### src/rtl/hpdcache_mshr_ctrl_pkg.sv
// hpdcache_mshr_ctrl_pkg: shared widths, MSHR types, FSM state and held-request record
package hpdcache_mshr_ctrl_pkg;
    localparam int NLINE_W = 16;
    localparam int SET_W   = 4;
    localparam int TAG_W   = NLINE_W - SET_W;
    localparam int WAYS    = 4;
    localparam int WAY_W   = 2;
    localparam int WORD_W  = 3;
    localparam int TID_W   = 4;
    localparam int SID_W   = 2;

    typedef logic [NLINE_W-1:0] hpdcache_nline_t;
    typedef logic [SET_W-1:0]   mshr_set_t;
    typedef logic [TAG_W-1:0]   mshr_tag_t;
    typedef logic [WAY_W-1:0]   mshr_way_t;
    typedef logic [WORD_W-1:0]  hpdcache_word_t;
    typedef logic [TID_W-1:0]   hpdcache_req_tid_t;
    typedef logic [SID_W-1:0]   hpdcache_req_sid_t;

    typedef enum logic [1:0] {IDLE, CHECK, ALLOC} hpdcache_mshr_ctrl_state_e;

    typedef struct packed {
        logic              alloc;
        hpdcache_nline_t   nline;
        hpdcache_req_tid_t id;
        hpdcache_req_sid_t sid;
        hpdcache_word_t    word;
        logic              need_rsp;
        logic              is_pf;
    } core_req_t;

    function automatic mshr_set_t nline_set(input hpdcache_nline_t nline);
        return nline[0+:SET_W];
    endfunction

    function automatic mshr_tag_t nline_tag(input hpdcache_nline_t nline);
        return nline[SET_W+:TAG_W];
    endfunction
endpackage

### src/rtl/hpdcache_mshr_ctrl_if.sv
// hpdcache_mshr_ctrl_if: core/refill request ports and MSHR command/status bundle
interface hpdcache_mshr_ctrl_if;
    import hpdcache_mshr_ctrl_pkg::*;

    logic              core_req_valid_i;
    logic              core_req_ready_o;
    logic              core_req_alloc_i;
    hpdcache_nline_t   core_req_nline_i;
    hpdcache_req_tid_t core_req_id_i;
    hpdcache_req_sid_t core_req_sid_i;
    hpdcache_word_t    core_req_word_i;
    logic              core_req_need_rsp_i;
    logic              core_req_is_pf_i;
    logic              core_rsp_valid_o;
    logic              core_rsp_hit_o;
    logic              core_rsp_full_o;
    logic              core_rsp_alloc_o;
    mshr_way_t         core_rsp_way_o;
    logic              ack_req_valid_i;
    logic              ack_req_ready_o;
    mshr_set_t         ack_req_set_i;
    mshr_way_t         ack_req_way_i;
    logic              ack_rsp_valid_o;
    logic              mshr_check_o;
    mshr_set_t         mshr_check_set_o;
    mshr_tag_t         mshr_check_tag_o;
    logic              mshr_hit_i;
    logic              mshr_alloc_full_i;
    mshr_way_t         mshr_alloc_way_i;
    logic              mshr_alloc_o;
    logic              mshr_alloc_cs_o;
    hpdcache_nline_t   mshr_alloc_nline_o;
    hpdcache_req_tid_t mshr_alloc_id_o;
    hpdcache_req_sid_t mshr_alloc_sid_o;
    hpdcache_word_t    mshr_alloc_word_o;
    logic              mshr_alloc_need_rsp_o;
    logic              mshr_alloc_is_pf_o;
    logic              mshr_ack_o;
    logic              mshr_ack_cs_o;
    mshr_set_t         mshr_ack_set_o;
    mshr_way_t         mshr_ack_way_o;

    modport slave (
        input  core_req_valid_i, core_req_alloc_i, core_req_nline_i, core_req_id_i,
               core_req_sid_i, core_req_word_i, core_req_need_rsp_i, core_req_is_pf_i,
               ack_req_valid_i, ack_req_set_i, ack_req_way_i,
               mshr_hit_i, mshr_alloc_full_i, mshr_alloc_way_i,
        output core_req_ready_o, core_rsp_valid_o, core_rsp_hit_o, core_rsp_full_o,
               core_rsp_alloc_o, core_rsp_way_o, ack_req_ready_o, ack_rsp_valid_o,
               mshr_check_o, mshr_check_set_o, mshr_check_tag_o,
               mshr_alloc_o, mshr_alloc_cs_o, mshr_alloc_nline_o, mshr_alloc_id_o,
               mshr_alloc_sid_o, mshr_alloc_word_o, mshr_alloc_need_rsp_o, mshr_alloc_is_pf_o,
               mshr_ack_o, mshr_ack_cs_o, mshr_ack_set_o, mshr_ack_way_o
    );

    modport master (
        output core_req_valid_i, core_req_alloc_i, core_req_nline_i, core_req_id_i,
               core_req_sid_i, core_req_word_i, core_req_need_rsp_i, core_req_is_pf_i,
               ack_req_valid_i, ack_req_set_i, ack_req_way_i,
               mshr_hit_i, mshr_alloc_full_i, mshr_alloc_way_i,
        input  core_req_ready_o, core_rsp_valid_o, core_rsp_hit_o, core_rsp_full_o,
               core_rsp_alloc_o, core_rsp_way_o, ack_req_ready_o, ack_rsp_valid_o,
               mshr_check_o, mshr_check_set_o, mshr_check_tag_o,
               mshr_alloc_o, mshr_alloc_cs_o, mshr_alloc_nline_o, mshr_alloc_id_o,
               mshr_alloc_sid_o, mshr_alloc_word_o, mshr_alloc_need_rsp_o, mshr_alloc_is_pf_o,
               mshr_ack_o, mshr_ack_cs_o, mshr_ack_set_o, mshr_ack_way_o
    );
endinterface

### src/rtl/hpdcache_mshr_ctrl_arb.sv
// hpdcache_mshr_ctrl_arb: ack-over-core priority arbiter bounded by a consecutive-ack streak
module hpdcache_mshr_ctrl_arb #(
    parameter int ACK_STREAK_MAX = 4
) (
    input  logic clk_i,
    input  logic rst_i,
    input  logic enable_i,
    input  logic ack_valid_i,
    input  logic core_valid_i,
    output logic gnt_ack_o,
    output logic gnt_core_o
);
    localparam int STREAK_W = $clog2(ACK_STREAK_MAX + 1);
    localparam logic [STREAK_W-1:0] STREAK_MAX = STREAK_W'(ACK_STREAK_MAX);

    logic [STREAK_W-1:0] streak_q, streak_d;

    // Ack wins unless it has already starved a waiting core request for STREAK_MAX grants
    always_comb begin
        gnt_ack_o  = enable_i && ack_valid_i && (!core_valid_i || streak_q < STREAK_MAX);
        gnt_core_o = enable_i && core_valid_i && !gnt_ack_o;
        streak_d   = (!core_valid_i || gnt_core_o) ? '0 :
                     (gnt_ack_o && streak_q < STREAK_MAX) ? streak_q + 1'b1 : streak_q;
    end

    // Streak counter register
    always_ff @(posedge clk_i or posedge rst_i) begin
        if (rst_i) streak_q <= '0;
        else       streak_q <= streak_d;
    end
endmodule

### src/rtl/hpdcache_mshr_ctrl.sv
// hpdcache_mshr_ctrl: serialises core check/alloc and refill ack onto the single MSHR port
module hpdcache_mshr_ctrl
    import hpdcache_mshr_ctrl_pkg::*;
#(
    parameter int ACK_STREAK_MAX = 4
) (
    input  logic                 clk_i,
    input  logic                 rst_i,
    hpdcache_mshr_ctrl_if.slave  bus
);
    hpdcache_mshr_ctrl_state_e state_q, state_d;
    core_req_t                 req_q, req_d;
    logic                      ack_rsp_q, ack_rsp_d;
    logic                      gnt_ack, gnt_core;
    logic                      in_check, in_alloc;

    // Grants only happen in IDLE and never while reset is held, so no strobe leaks out
    hpdcache_mshr_ctrl_arb #(.ACK_STREAK_MAX(ACK_STREAK_MAX)) u_arb (
        .clk_i        (clk_i),
        .rst_i        (rst_i),
        .enable_i     (state_q == IDLE && !rst_i),
        .ack_valid_i  (bus.ack_req_valid_i),
        .core_valid_i (bus.core_req_valid_i),
        .gnt_ack_o    (gnt_ack),
        .gnt_core_o   (gnt_core)
    );

    assign in_check = state_q == CHECK;
    assign in_alloc = state_q == ALLOC;

    // State, held request and ack-response registers
    always_ff @(posedge clk_i or posedge rst_i) begin
        if (rst_i) begin
            state_q   <= IDLE;
            req_q     <= '0;
            ack_rsp_q <= 1'b0;
        end else begin
            state_q   <= state_d;
            req_q     <= req_d;
            ack_rsp_q <= ack_rsp_d;
        end
    end

    // Next state: a miss that may allocate goes through ALLOC, everything else returns to IDLE
    always_comb begin
        state_d = IDLE;
        unique case (state_q)
            IDLE:    state_d = gnt_core ? CHECK : IDLE;
            CHECK:   state_d = (!bus.mshr_hit_i && !bus.mshr_alloc_full_i && req_q.alloc) ? ALLOC : IDLE;
            ALLOC:   state_d = IDLE;
            default: state_d = IDLE;
        endcase
    end

    // Capture the core request on grant so alloc sees the fields the check was made for
    always_comb begin
        req_d     = gnt_core ? '{alloc:    bus.core_req_alloc_i,
                                 nline:    bus.core_req_nline_i,
                                 id:       bus.core_req_id_i,
                                 sid:      bus.core_req_sid_i,
                                 word:     bus.core_req_word_i,
                                 need_rsp: bus.core_req_need_rsp_i,
                                 is_pf:    bus.core_req_is_pf_i} : req_q;
        ack_rsp_d = gnt_ack;
    end

    // MSHR commands and requester responses
    always_comb begin
        bus.core_req_ready_o      = gnt_core;
        bus.ack_req_ready_o       = gnt_ack;
        bus.ack_rsp_valid_o       = ack_rsp_q;
        bus.mshr_check_o          = gnt_core;
        bus.mshr_check_set_o      = nline_set(bus.core_req_nline_i);
        bus.mshr_check_tag_o      = nline_tag(bus.core_req_nline_i);
        bus.mshr_ack_o            = gnt_ack;
        bus.mshr_ack_cs_o         = gnt_ack;
        bus.mshr_ack_set_o        = bus.ack_req_set_i;
        bus.mshr_ack_way_o        = bus.ack_req_way_i;
        bus.mshr_alloc_o          = in_alloc;
        bus.mshr_alloc_cs_o       = in_alloc;
        bus.mshr_alloc_nline_o    = req_q.nline;
        bus.mshr_alloc_id_o       = req_q.id;
        bus.mshr_alloc_sid_o      = req_q.sid;
        bus.mshr_alloc_word_o     = req_q.word;
        bus.mshr_alloc_need_rsp_o = req_q.need_rsp;
        bus.mshr_alloc_is_pf_o    = req_q.is_pf;
        bus.core_rsp_valid_o      = in_alloc || (in_check && (bus.mshr_hit_i || bus.mshr_alloc_full_i || !req_q.alloc));
        bus.core_rsp_hit_o        = in_check && bus.mshr_hit_i;
        bus.core_rsp_full_o       = in_check && !bus.mshr_hit_i && bus.mshr_alloc_full_i;
        bus.core_rsp_alloc_o      = in_alloc;
        bus.core_rsp_way_o        = in_alloc ? bus.mshr_alloc_way_i : '0;
    end
endmodule

### src/flat_wrapper.sv
// flat-port wrapper written by rule: the top's interface ports become plain ports
module hpdcache_mshr_ctrl_flat import hpdcache_mshr_ctrl_pkg::*;
#(
    parameter int ACK_STREAK_MAX = 4
)
  (clk_i, rst_i, bus_core_req_valid_i, bus_core_req_alloc_i, bus_core_req_nline_i, bus_core_req_id_i, bus_core_req_sid_i, bus_core_req_word_i, bus_core_req_need_rsp_i, bus_core_req_is_pf_i, bus_ack_req_valid_i, bus_ack_req_set_i, bus_ack_req_way_i, bus_mshr_hit_i, bus_mshr_alloc_full_i, bus_mshr_alloc_way_i, bus_core_req_ready_o, bus_core_rsp_valid_o, bus_core_rsp_hit_o, bus_core_rsp_full_o, bus_core_rsp_alloc_o, bus_core_rsp_way_o, bus_ack_req_ready_o, bus_ack_rsp_valid_o, bus_mshr_check_o, bus_mshr_check_set_o, bus_mshr_check_tag_o, bus_mshr_alloc_o, bus_mshr_alloc_cs_o, bus_mshr_alloc_nline_o, bus_mshr_alloc_id_o, bus_mshr_alloc_sid_o, bus_mshr_alloc_word_o, bus_mshr_alloc_need_rsp_o, bus_mshr_alloc_is_pf_o, bus_mshr_ack_o, bus_mshr_ack_cs_o, bus_mshr_ack_set_o, bus_mshr_ack_way_o);
  hpdcache_mshr_ctrl_if bus_i ();
  input  logic clk_i;
  input  logic rst_i;
  input wire logic [$bits(bus_i.core_req_valid_i)-1:0] bus_core_req_valid_i;
  input wire logic [$bits(bus_i.core_req_alloc_i)-1:0] bus_core_req_alloc_i;
  input wire logic [$bits(bus_i.core_req_nline_i)-1:0] bus_core_req_nline_i;
  input wire logic [$bits(bus_i.core_req_id_i)-1:0] bus_core_req_id_i;
  input wire logic [$bits(bus_i.core_req_sid_i)-1:0] bus_core_req_sid_i;
  input wire logic [$bits(bus_i.core_req_word_i)-1:0] bus_core_req_word_i;
  input wire logic [$bits(bus_i.core_req_need_rsp_i)-1:0] bus_core_req_need_rsp_i;
  input wire logic [$bits(bus_i.core_req_is_pf_i)-1:0] bus_core_req_is_pf_i;
  input wire logic [$bits(bus_i.ack_req_valid_i)-1:0] bus_ack_req_valid_i;
  input wire logic [$bits(bus_i.ack_req_set_i)-1:0] bus_ack_req_set_i;
  input wire logic [$bits(bus_i.ack_req_way_i)-1:0] bus_ack_req_way_i;
  input wire logic [$bits(bus_i.mshr_hit_i)-1:0] bus_mshr_hit_i;
  input wire logic [$bits(bus_i.mshr_alloc_full_i)-1:0] bus_mshr_alloc_full_i;
  input wire logic [$bits(bus_i.mshr_alloc_way_i)-1:0] bus_mshr_alloc_way_i;
  output wire logic [$bits(bus_i.core_req_ready_o)-1:0] bus_core_req_ready_o;
  output wire logic [$bits(bus_i.core_rsp_valid_o)-1:0] bus_core_rsp_valid_o;
  output wire logic [$bits(bus_i.core_rsp_hit_o)-1:0] bus_core_rsp_hit_o;
  output wire logic [$bits(bus_i.core_rsp_full_o)-1:0] bus_core_rsp_full_o;
  output wire logic [$bits(bus_i.core_rsp_alloc_o)-1:0] bus_core_rsp_alloc_o;
  output wire logic [$bits(bus_i.core_rsp_way_o)-1:0] bus_core_rsp_way_o;
  output wire logic [$bits(bus_i.ack_req_ready_o)-1:0] bus_ack_req_ready_o;
  output wire logic [$bits(bus_i.ack_rsp_valid_o)-1:0] bus_ack_rsp_valid_o;
  output wire logic [$bits(bus_i.mshr_check_o)-1:0] bus_mshr_check_o;
  output wire logic [$bits(bus_i.mshr_check_set_o)-1:0] bus_mshr_check_set_o;
  output wire logic [$bits(bus_i.mshr_check_tag_o)-1:0] bus_mshr_check_tag_o;
  output wire logic [$bits(bus_i.mshr_alloc_o)-1:0] bus_mshr_alloc_o;
  output wire logic [$bits(bus_i.mshr_alloc_cs_o)-1:0] bus_mshr_alloc_cs_o;
  output wire logic [$bits(bus_i.mshr_alloc_nline_o)-1:0] bus_mshr_alloc_nline_o;
  output wire logic [$bits(bus_i.mshr_alloc_id_o)-1:0] bus_mshr_alloc_id_o;
  output wire logic [$bits(bus_i.mshr_alloc_sid_o)-1:0] bus_mshr_alloc_sid_o;
  output wire logic [$bits(bus_i.mshr_alloc_word_o)-1:0] bus_mshr_alloc_word_o;
  output wire logic [$bits(bus_i.mshr_alloc_need_rsp_o)-1:0] bus_mshr_alloc_need_rsp_o;
  output wire logic [$bits(bus_i.mshr_alloc_is_pf_o)-1:0] bus_mshr_alloc_is_pf_o;
  output wire logic [$bits(bus_i.mshr_ack_o)-1:0] bus_mshr_ack_o;
  output wire logic [$bits(bus_i.mshr_ack_cs_o)-1:0] bus_mshr_ack_cs_o;
  output wire logic [$bits(bus_i.mshr_ack_set_o)-1:0] bus_mshr_ack_set_o;
  output wire logic [$bits(bus_i.mshr_ack_way_o)-1:0] bus_mshr_ack_way_o;
  assign bus_i.core_req_valid_i = bus_core_req_valid_i;
  assign bus_i.core_req_alloc_i = bus_core_req_alloc_i;
  assign bus_i.core_req_nline_i = bus_core_req_nline_i;
  assign bus_i.core_req_id_i = bus_core_req_id_i;
  assign bus_i.core_req_sid_i = bus_core_req_sid_i;
  assign bus_i.core_req_word_i = bus_core_req_word_i;
  assign bus_i.core_req_need_rsp_i = bus_core_req_need_rsp_i;
  assign bus_i.core_req_is_pf_i = bus_core_req_is_pf_i;
  assign bus_i.ack_req_valid_i = bus_ack_req_valid_i;
  assign bus_i.ack_req_set_i = bus_ack_req_set_i;
  assign bus_i.ack_req_way_i = bus_ack_req_way_i;
  assign bus_i.mshr_hit_i = bus_mshr_hit_i;
  assign bus_i.mshr_alloc_full_i = bus_mshr_alloc_full_i;
  assign bus_i.mshr_alloc_way_i = bus_mshr_alloc_way_i;
  assign bus_core_req_ready_o = bus_i.core_req_ready_o;
  assign bus_core_rsp_valid_o = bus_i.core_rsp_valid_o;
  assign bus_core_rsp_hit_o = bus_i.core_rsp_hit_o;
  assign bus_core_rsp_full_o = bus_i.core_rsp_full_o;
  assign bus_core_rsp_alloc_o = bus_i.core_rsp_alloc_o;
  assign bus_core_rsp_way_o = bus_i.core_rsp_way_o;
  assign bus_ack_req_ready_o = bus_i.ack_req_ready_o;
  assign bus_ack_rsp_valid_o = bus_i.ack_rsp_valid_o;
  assign bus_mshr_check_o = bus_i.mshr_check_o;
  assign bus_mshr_check_set_o = bus_i.mshr_check_set_o;
  assign bus_mshr_check_tag_o = bus_i.mshr_check_tag_o;
  assign bus_mshr_alloc_o = bus_i.mshr_alloc_o;
  assign bus_mshr_alloc_cs_o = bus_i.mshr_alloc_cs_o;
  assign bus_mshr_alloc_nline_o = bus_i.mshr_alloc_nline_o;
  assign bus_mshr_alloc_id_o = bus_i.mshr_alloc_id_o;
  assign bus_mshr_alloc_sid_o = bus_i.mshr_alloc_sid_o;
  assign bus_mshr_alloc_word_o = bus_i.mshr_alloc_word_o;
  assign bus_mshr_alloc_need_rsp_o = bus_i.mshr_alloc_need_rsp_o;
  assign bus_mshr_alloc_is_pf_o = bus_i.mshr_alloc_is_pf_o;
  assign bus_mshr_ack_o = bus_i.mshr_ack_o;
  assign bus_mshr_ack_cs_o = bus_i.mshr_ack_cs_o;
  assign bus_mshr_ack_set_o = bus_i.mshr_ack_set_o;
  assign bus_mshr_ack_way_o = bus_i.mshr_ack_way_o;
  hpdcache_mshr_ctrl #(.ACK_STREAK_MAX(ACK_STREAK_MAX)) u_core (.clk_i(clk_i), .rst_i(rst_i), .bus(bus_i));
endmodule
### config.mk
export PLATFORM = sky130hd
export DESIGN_NAME = hpdcache_mshr_ctrl_flat
export DESIGN_NICKNAME = d
export VERILOG_FILES = /design/src/rtl/hpdcache_mshr_ctrl_pkg.sv /design/src/rtl/hpdcache_mshr_ctrl_if.sv /design/src/rtl/hpdcache_mshr_ctrl_arb.sv /design/src/rtl/hpdcache_mshr_ctrl.sv /design/src/flat_wrapper.sv
export SDC_FILE = /design/constraint.sdc
export NUM_CORES = 1
export LEC_CHECK = 0
export BUFFER_PORTS_ARGS = -buffer_cell sky130_fd_sc_hd__buf_2
export CORE_ASPECT_RATIO = 0.7
export CORE_MARGIN = 2
export CORE_UTILIZATION = 47
export DETAILED_ROUTE_END_ITERATION = 16
export PLACE_DENSITY = 0.95
export SLEW_MARGIN = 5
export SYNTH_ARGS = -nofsm -noshare
export SYNTH_HDL_FRONTEND = slang
export SYNTH_HIERARCHICAL = 1
export SYNTH_SLANG_ARGS = --single-unit
### constraint.sdc
create_clock -name clk_i -period 3.4 [get_ports clk_i]
set_clock_uncertainty 0.15 [all_clocks]
set_input_delay 0.17 -clock clk_i [delete_from_list [all_inputs] [get_ports clk_i]]
set_output_delay 0.17 -clock clk_i [all_outputs]
set_load 0.05 [all_outputs]
-- Word level (Yosys, flattened, before mapping)
Cells that the tools add are included.
- add/subtract/negate cells: 1
- reductions and logical operators: 25
- order comparisons: 1
- eq/ne operators: 2
- muxes and demuxes: 6
- operator list (kind ; count):
    $logic_and 1x1->1 ; 12
    $logic_not 1->1 ; 6
    $mux 3 ; 2
    $logic_or 1x1->1 ; 5
    $mux 2 ; 2
    $pmux 2 s2 ; 1
    $add 3x1->3 const B ; 1
    $lt 3x3->1 const B ; 1
    $eq 2x1->1 const B ; 1
    $eq 2x2->1 const B ; 1
    $logic_not 2->1 ; 1
    $reduce_bool 2->1 ; 1
    $mux 1 ; 1
- output and inout port bits: 63
- register bits: 34
- bits of input ports: 42
- logic and storage cells: 45

-- Longest topological paths before layout
- depth after elaboration: 8
- mapped depth: 6
- gate-level depth less buffers: 4

-- By module
The synthesis kept the hierarchy.
- modules (own cells, without submodules) (module ; cells an instance ; area an instance (um^2) ; instances ; seq. area each (um^2)):
    hpdcache_mshr_ctrl ; 127 ; 1620.3 ; 1 ; 775.7
    hpdcache_mshr_ctrl_arb ; 19 ; 185.2 ; 1 ; 75.1

-- Worst setup path after synthesis
OpenSTA, ideal clock, no wires.
- kind: reg-to-reg
- from: reg u_core.state_q[0]
- to: reg u_core.req_q, in the netlist u_core/bus.mshr_alloc_id_o[0]
- required time: 3.125 ns
- setup slack: 0.585 ns
- period minus slack after synthesis: 2.815 ns
- library setup time: 0.125 ns
- path buffers: 1
- stages on the path, launching flop included: 6
- arrival: 2.540 ns
- cell sequence: dfrtp_1 > nor3_1 > nand2_1 > a21oi_1 > buf_2 > mux2_2
- word-level cells in the longest chain between the ends: 6
- ends and longest elaborated chain (element ; line ; text):
    from (decl) ; hpdcache_mshr_ctrl.sv:11 ; hpdcache_mshr_ctrl_state_e state_q, state_d;
    from (signal assigned) ; hpdcache_mshr_ctrl.sv:38 ; state_q <= state_d;
    $logic_not 2->1 * ; hpdcache_mshr_ctrl.sv:21 ; .enable_i (state_q == IDLE && !rst_i),
    $logic_and 1x1->1 * ; hpdcache_mshr_ctrl.sv:21 ;
    $logic_and 1x1->1 (2 in series) ; hpdcache_mshr_ctrl_arb.sv:20 ; gnt_ack_o = enable_i && ack_valid_i && (!core_valid_i || streak_q < STREAK_MAX);
    $logic_not 1->1 ; hpdcache_mshr_ctrl_arb.sv:21 ; gnt_core_o = enable_i && core_valid_i && !gnt_ack_o;
    $logic_and 1x1->1 * ; hpdcache_mshr_ctrl_arb.sv:21 ;
    named net bus_core_req_ready_o ; flat_wrapper.sv:24 ; output wire logic [$bits(bus_i.core_req_ready_o)-1:0] bus_core_req_ready_o;
    to (signal assigned) ; hpdcache_mshr_ctrl.sv:39 ; req_q <= req_d;
    to (decl) ; hpdcache_mshr_ctrl.sv:12 ; core_req_t req_q, req_d;
Mark *: on every way through the listed nets, which the timed path passes. The rest lies on a longest branch.
A chain may end at the register's enable or synchronous reset.

-- Worst setup path in the final report
- from: in rst_i
- to: reg u_core.req_q, in the netlist u_core/bus.mshr_alloc_need_rsp_o
- word-level cells in the longest chain between the ends: 6
- ends and longest elaborated chain (element ; line ; text):
    from (decl) ; flat_wrapper.sv:9 ; input logic rst_i;
    $logic_not 1->1 * ; hpdcache_mshr_ctrl.sv:21 ;
    $logic_and 1x1->1 * ; hpdcache_mshr_ctrl.sv:21 ;
    $logic_and 1x1->1 (2 in series) ; hpdcache_mshr_ctrl_arb.sv:20 ;
    $logic_not 1->1 ; hpdcache_mshr_ctrl_arb.sv:21 ;
    $logic_and 1x1->1 * ; hpdcache_mshr_ctrl_arb.sv:21 ;
Mark *: on every way between the ends. The rest lies on a longest branch, timed or not.

==> results_dict.tcl <==
set metrics [dict create \
    status "complete, no violations" \
    cp_cell_sequence "dlygate4sd3_1 -> buf_2 -> nor3_1 -> nand2_1 -> a21oi_4 -> buf_4 -> mux2_2" \
    routedWlPerCell_um 12.9 \
    io_pins 105 \
    first_global_vias 1164 \
    worstHoldPathType "input port to register" \
    clk_latency_ps 280 \
    fin_crit_ps 2720 \
    hold_viol_final 0 \
    grt_antenna_before_repair 0 \
    cts_root_buf "clkbuf_8" \
    start_util_pct 50.1 \
    netlist_top_cells_count "buf_4 (52), dfrtp_1 (34), mux2_2 (19)" \
    ctsResizeCount 0 \
    p_switching_mw 0.549 \
    seqPwrFrac_pct 38.0 \
    cts_setup_buffers 0 \
    p_comb_share_pct 40.5 \
    slew_headroom_pct 25.3 \
    post-route-period-util_pct 80.1 \
    drive_above_1_share_pct 58.1 \
    die_width_um 78.1 \
    ys_ff_latch 34 \
    end_kind "register" \
    synth_enable_flop_cells 0 \
    via_per_inst 4.33 \
    timing.hold.ws_ps 35.1 \
    cts_buffers 5 \
    arrival_ps 2730 \
    syn_nets 189 \
    wl_um 3500 \
    crit_slowest_cell "dlygate4sd3_1" \
    regArea_sq_um 851 \
    coreArea_sq_um 3600 \
    netlist_instances 146 \
    cts_tree "done" \
    yosys.area.top_type "dfrtp_1" \
    die_area_sq_um 4360 \
    p_per_area_nw_per_um2 583 \
    htree_levels 2 \
    globalplace.congestion 0.639 \
    nets 264 \
    synth_most_common_cell "buf_4" \
    avgSynthCellArea_sq_um 12.4 \
    ys_top_cells_by_area "dfrtp_1 (47%), buf_4 (22%), mux2_2 (12%)" \
    drv_slew 0 \
    ant_nets 0 \
    worstSetupPathType "input port to register" \
    start_kind "input port" \
    yosysSeqAreaShare_pct 47.1 \
    drt_first_pass_iters 4 \
    synth_area_sq_um 1810 \
    setup_viol 0 \
    clock_power_share_pct 21.6 \
    drc 0 \
    vias 1177 \
    critPathRequiredTime_ps 3410 \
    critical-path-max-stage-delay_ps 520 \
    rows 18 \
    grt_pass1_wl_um 5570 \
    areaGrowthSynthToFinish_pct 28.6 \
    dp.final_hpwl_um 2220 \
    fp.dieH_um 55.9 \
    worst_slew_pin_slew_ps 1120 \
    grt.overflow.total 0 \
    portBuffers 92 \
    irDropWorstVdd_mv 0.297 \
    tns_ps 0 \
    leakage_nw 1.19 \
    rsz0062_at_grt "false" \
    yosysUniqueCellTypes 22 \
    grt_start_max_net_pins 32 \
    drt_iter0_markers 31 \
    clk_pin_slew_ps 60 \
    max_freq_ghz 0.367 \
    switching_share_pct 40.5 \
    synth_ff_type "dfrtp_1" \
    maxCapViolations 0 \
    clock_sinks 34 \
    max-clock-path-buffers 2 \
    p_int_mw 0.806 \
    grt_usage_pct 16.9 \
    hold_buffers 30 \
    path_max_fanout 18 \
    async_flop_share_pct 100 \
    synth_top_area_share_pct 47.1 \
    ys_warn_count 6 \
    multi_input_area_sq_um 533 \
    fillCellCount 274 \
    diodes 0 \
]
final timing paths:
check                                       startpoint                                      endpoint  slack [ps]  cells after the start
min reg2reg                u_core/state_q[1]$_DFF_PP0_                   u_core/state_q[0]$_DFF_PP0_         340                      1
max                                              rst_i  u_core/bus.mshr_alloc_need_rsp_o$_DFFE_PP0P_         680                      7
max in group asynchronous                        rst_i     u_core/bus.mshr_alloc_id_o[1]$_DFFE_PP0P_        1840                      3
min                              bus_mshr_alloc_full_i                   u_core/state_q[1]$_DFF_PP0_          40                      3
max reg2reg                u_core/state_q[0]$_DFF_PP0_  u_core/bus.mshr_alloc_need_rsp_o$_DFFE_PP0P_         740                      5
min in group asynchronous                        rst_i          u_core/u_arb/streak_q[0]$_DFFE_PP0P_         160                      3
stage by stage:
step / total power, mW / cell area, sq um / utilization (%) / worst slack, ps / std cells
2_1_floorplan: 1.05 / 1810 / - / 585 / 146
3_3_place_gp: 1.03 / 1930 / 53.5 / 863 / 234
3_5_place_dp: 1.04 / 1930 / 53.5 / 778 / 234
4_1_cts: 1.37 / 2320 / 64.4 / 720 / 272
5_1_grt: 1.42 / 2320 / 64.4 / 488 / 272
6_report: 1.35 / 2320 / 64.4 / 676 / 272
cells in the final DEF (no fill, tap or decap):
cell,count
clkinv_2,1
nor3_1,1
nor2b_1,2
dlygate4sd3_1,30
nand2b_1,3
nand4b_1,2
nor3b_1,3
and2_1,2
a21oi_1,1
buf_2,92
clkbuf_1,1
mux2_2,19
and2b_1,1
dfrtp_1,34
o21a_1,1
nand2_1,2
and4bb_1,1
o21bai_1,1
clkbuf_8,6
ha_1,1
mux2_4,9
a21boi_0,2
inv_1,4
a21oi_4,1
buf_4,1
nor2_1,1
power groups by stage:
stage	sequential [mW]	clock (mW)	combinational (mW)
5_1_grt	0.526	0.326	0.569
6_report	0.514	0.292	0.548
3_5_place_dp	0.521	0	0.523
4_1_cts	0.514	0.306	0.548
3_3_place_gp	0.518	0	0.516
2_1_floorplan	0.531	0	0.515
cells by family after synthesis:
logic type | after synthesis | synth area share [%]
adder cells (fa/ha/maj) | 1 | 0.693
AND/OR/NAND/NOR | 18 | 6.65
AO/OA/AOI/OAI | 6 | 2.22
flip-flops | 34 | 47.1
multiplexers | 28 | 19.3
buffers and inverters | 59 | 24.0
final cells by class:
class | instances | share of cell area, %
Inverter | 4 | 0.647
Timing Repair Buffer | 123 | 33.1
Sequential cell | 34 | 36.7
Multi-Input combinational cell | 53 | 23.0
Clock buffer | 7 | 3.72
Tap cell | 50 | 2.70
Clock inverter | 1 | 0.216
state kept, by name, summed over array words and instances (netlist names):
signal and count:
u_core/bus.mshr_alloc_word_o 3, u_core/u_arb/streak_q 3, u_core/bus.mshr_alloc_is_pf_o 1, u_core/bus.mshr_alloc_nline_o 16
u_core/bus.mshr_alloc_sid_o 2, u_core/req_q 1, u_core/state_q 2, u_core/bus.mshr_alloc_need_rsp_o 1
u_core/bus.ack_rsp_valid_o 1, u_core/bus.mshr_alloc_id_o 4
worst max-delay path, delay by kind of cell:
family / cells / cell delay [ps]
and+or+nand+nor: 2 / 710
AOI/OAI and AO/OA: 1 / 480
buffers and inverters: 3 / 1000
muxes: 1 / 370
per-layer routing:
layer	track usage, %	up-vias	routed length [um]
met2	27.1	71	1570
met3	5.03	8	350
met4	8.77	0	57
li1	-	577	-
met1	20.8	521	1530
met5	0	-	0
Power figures use the tool's default switching activity.
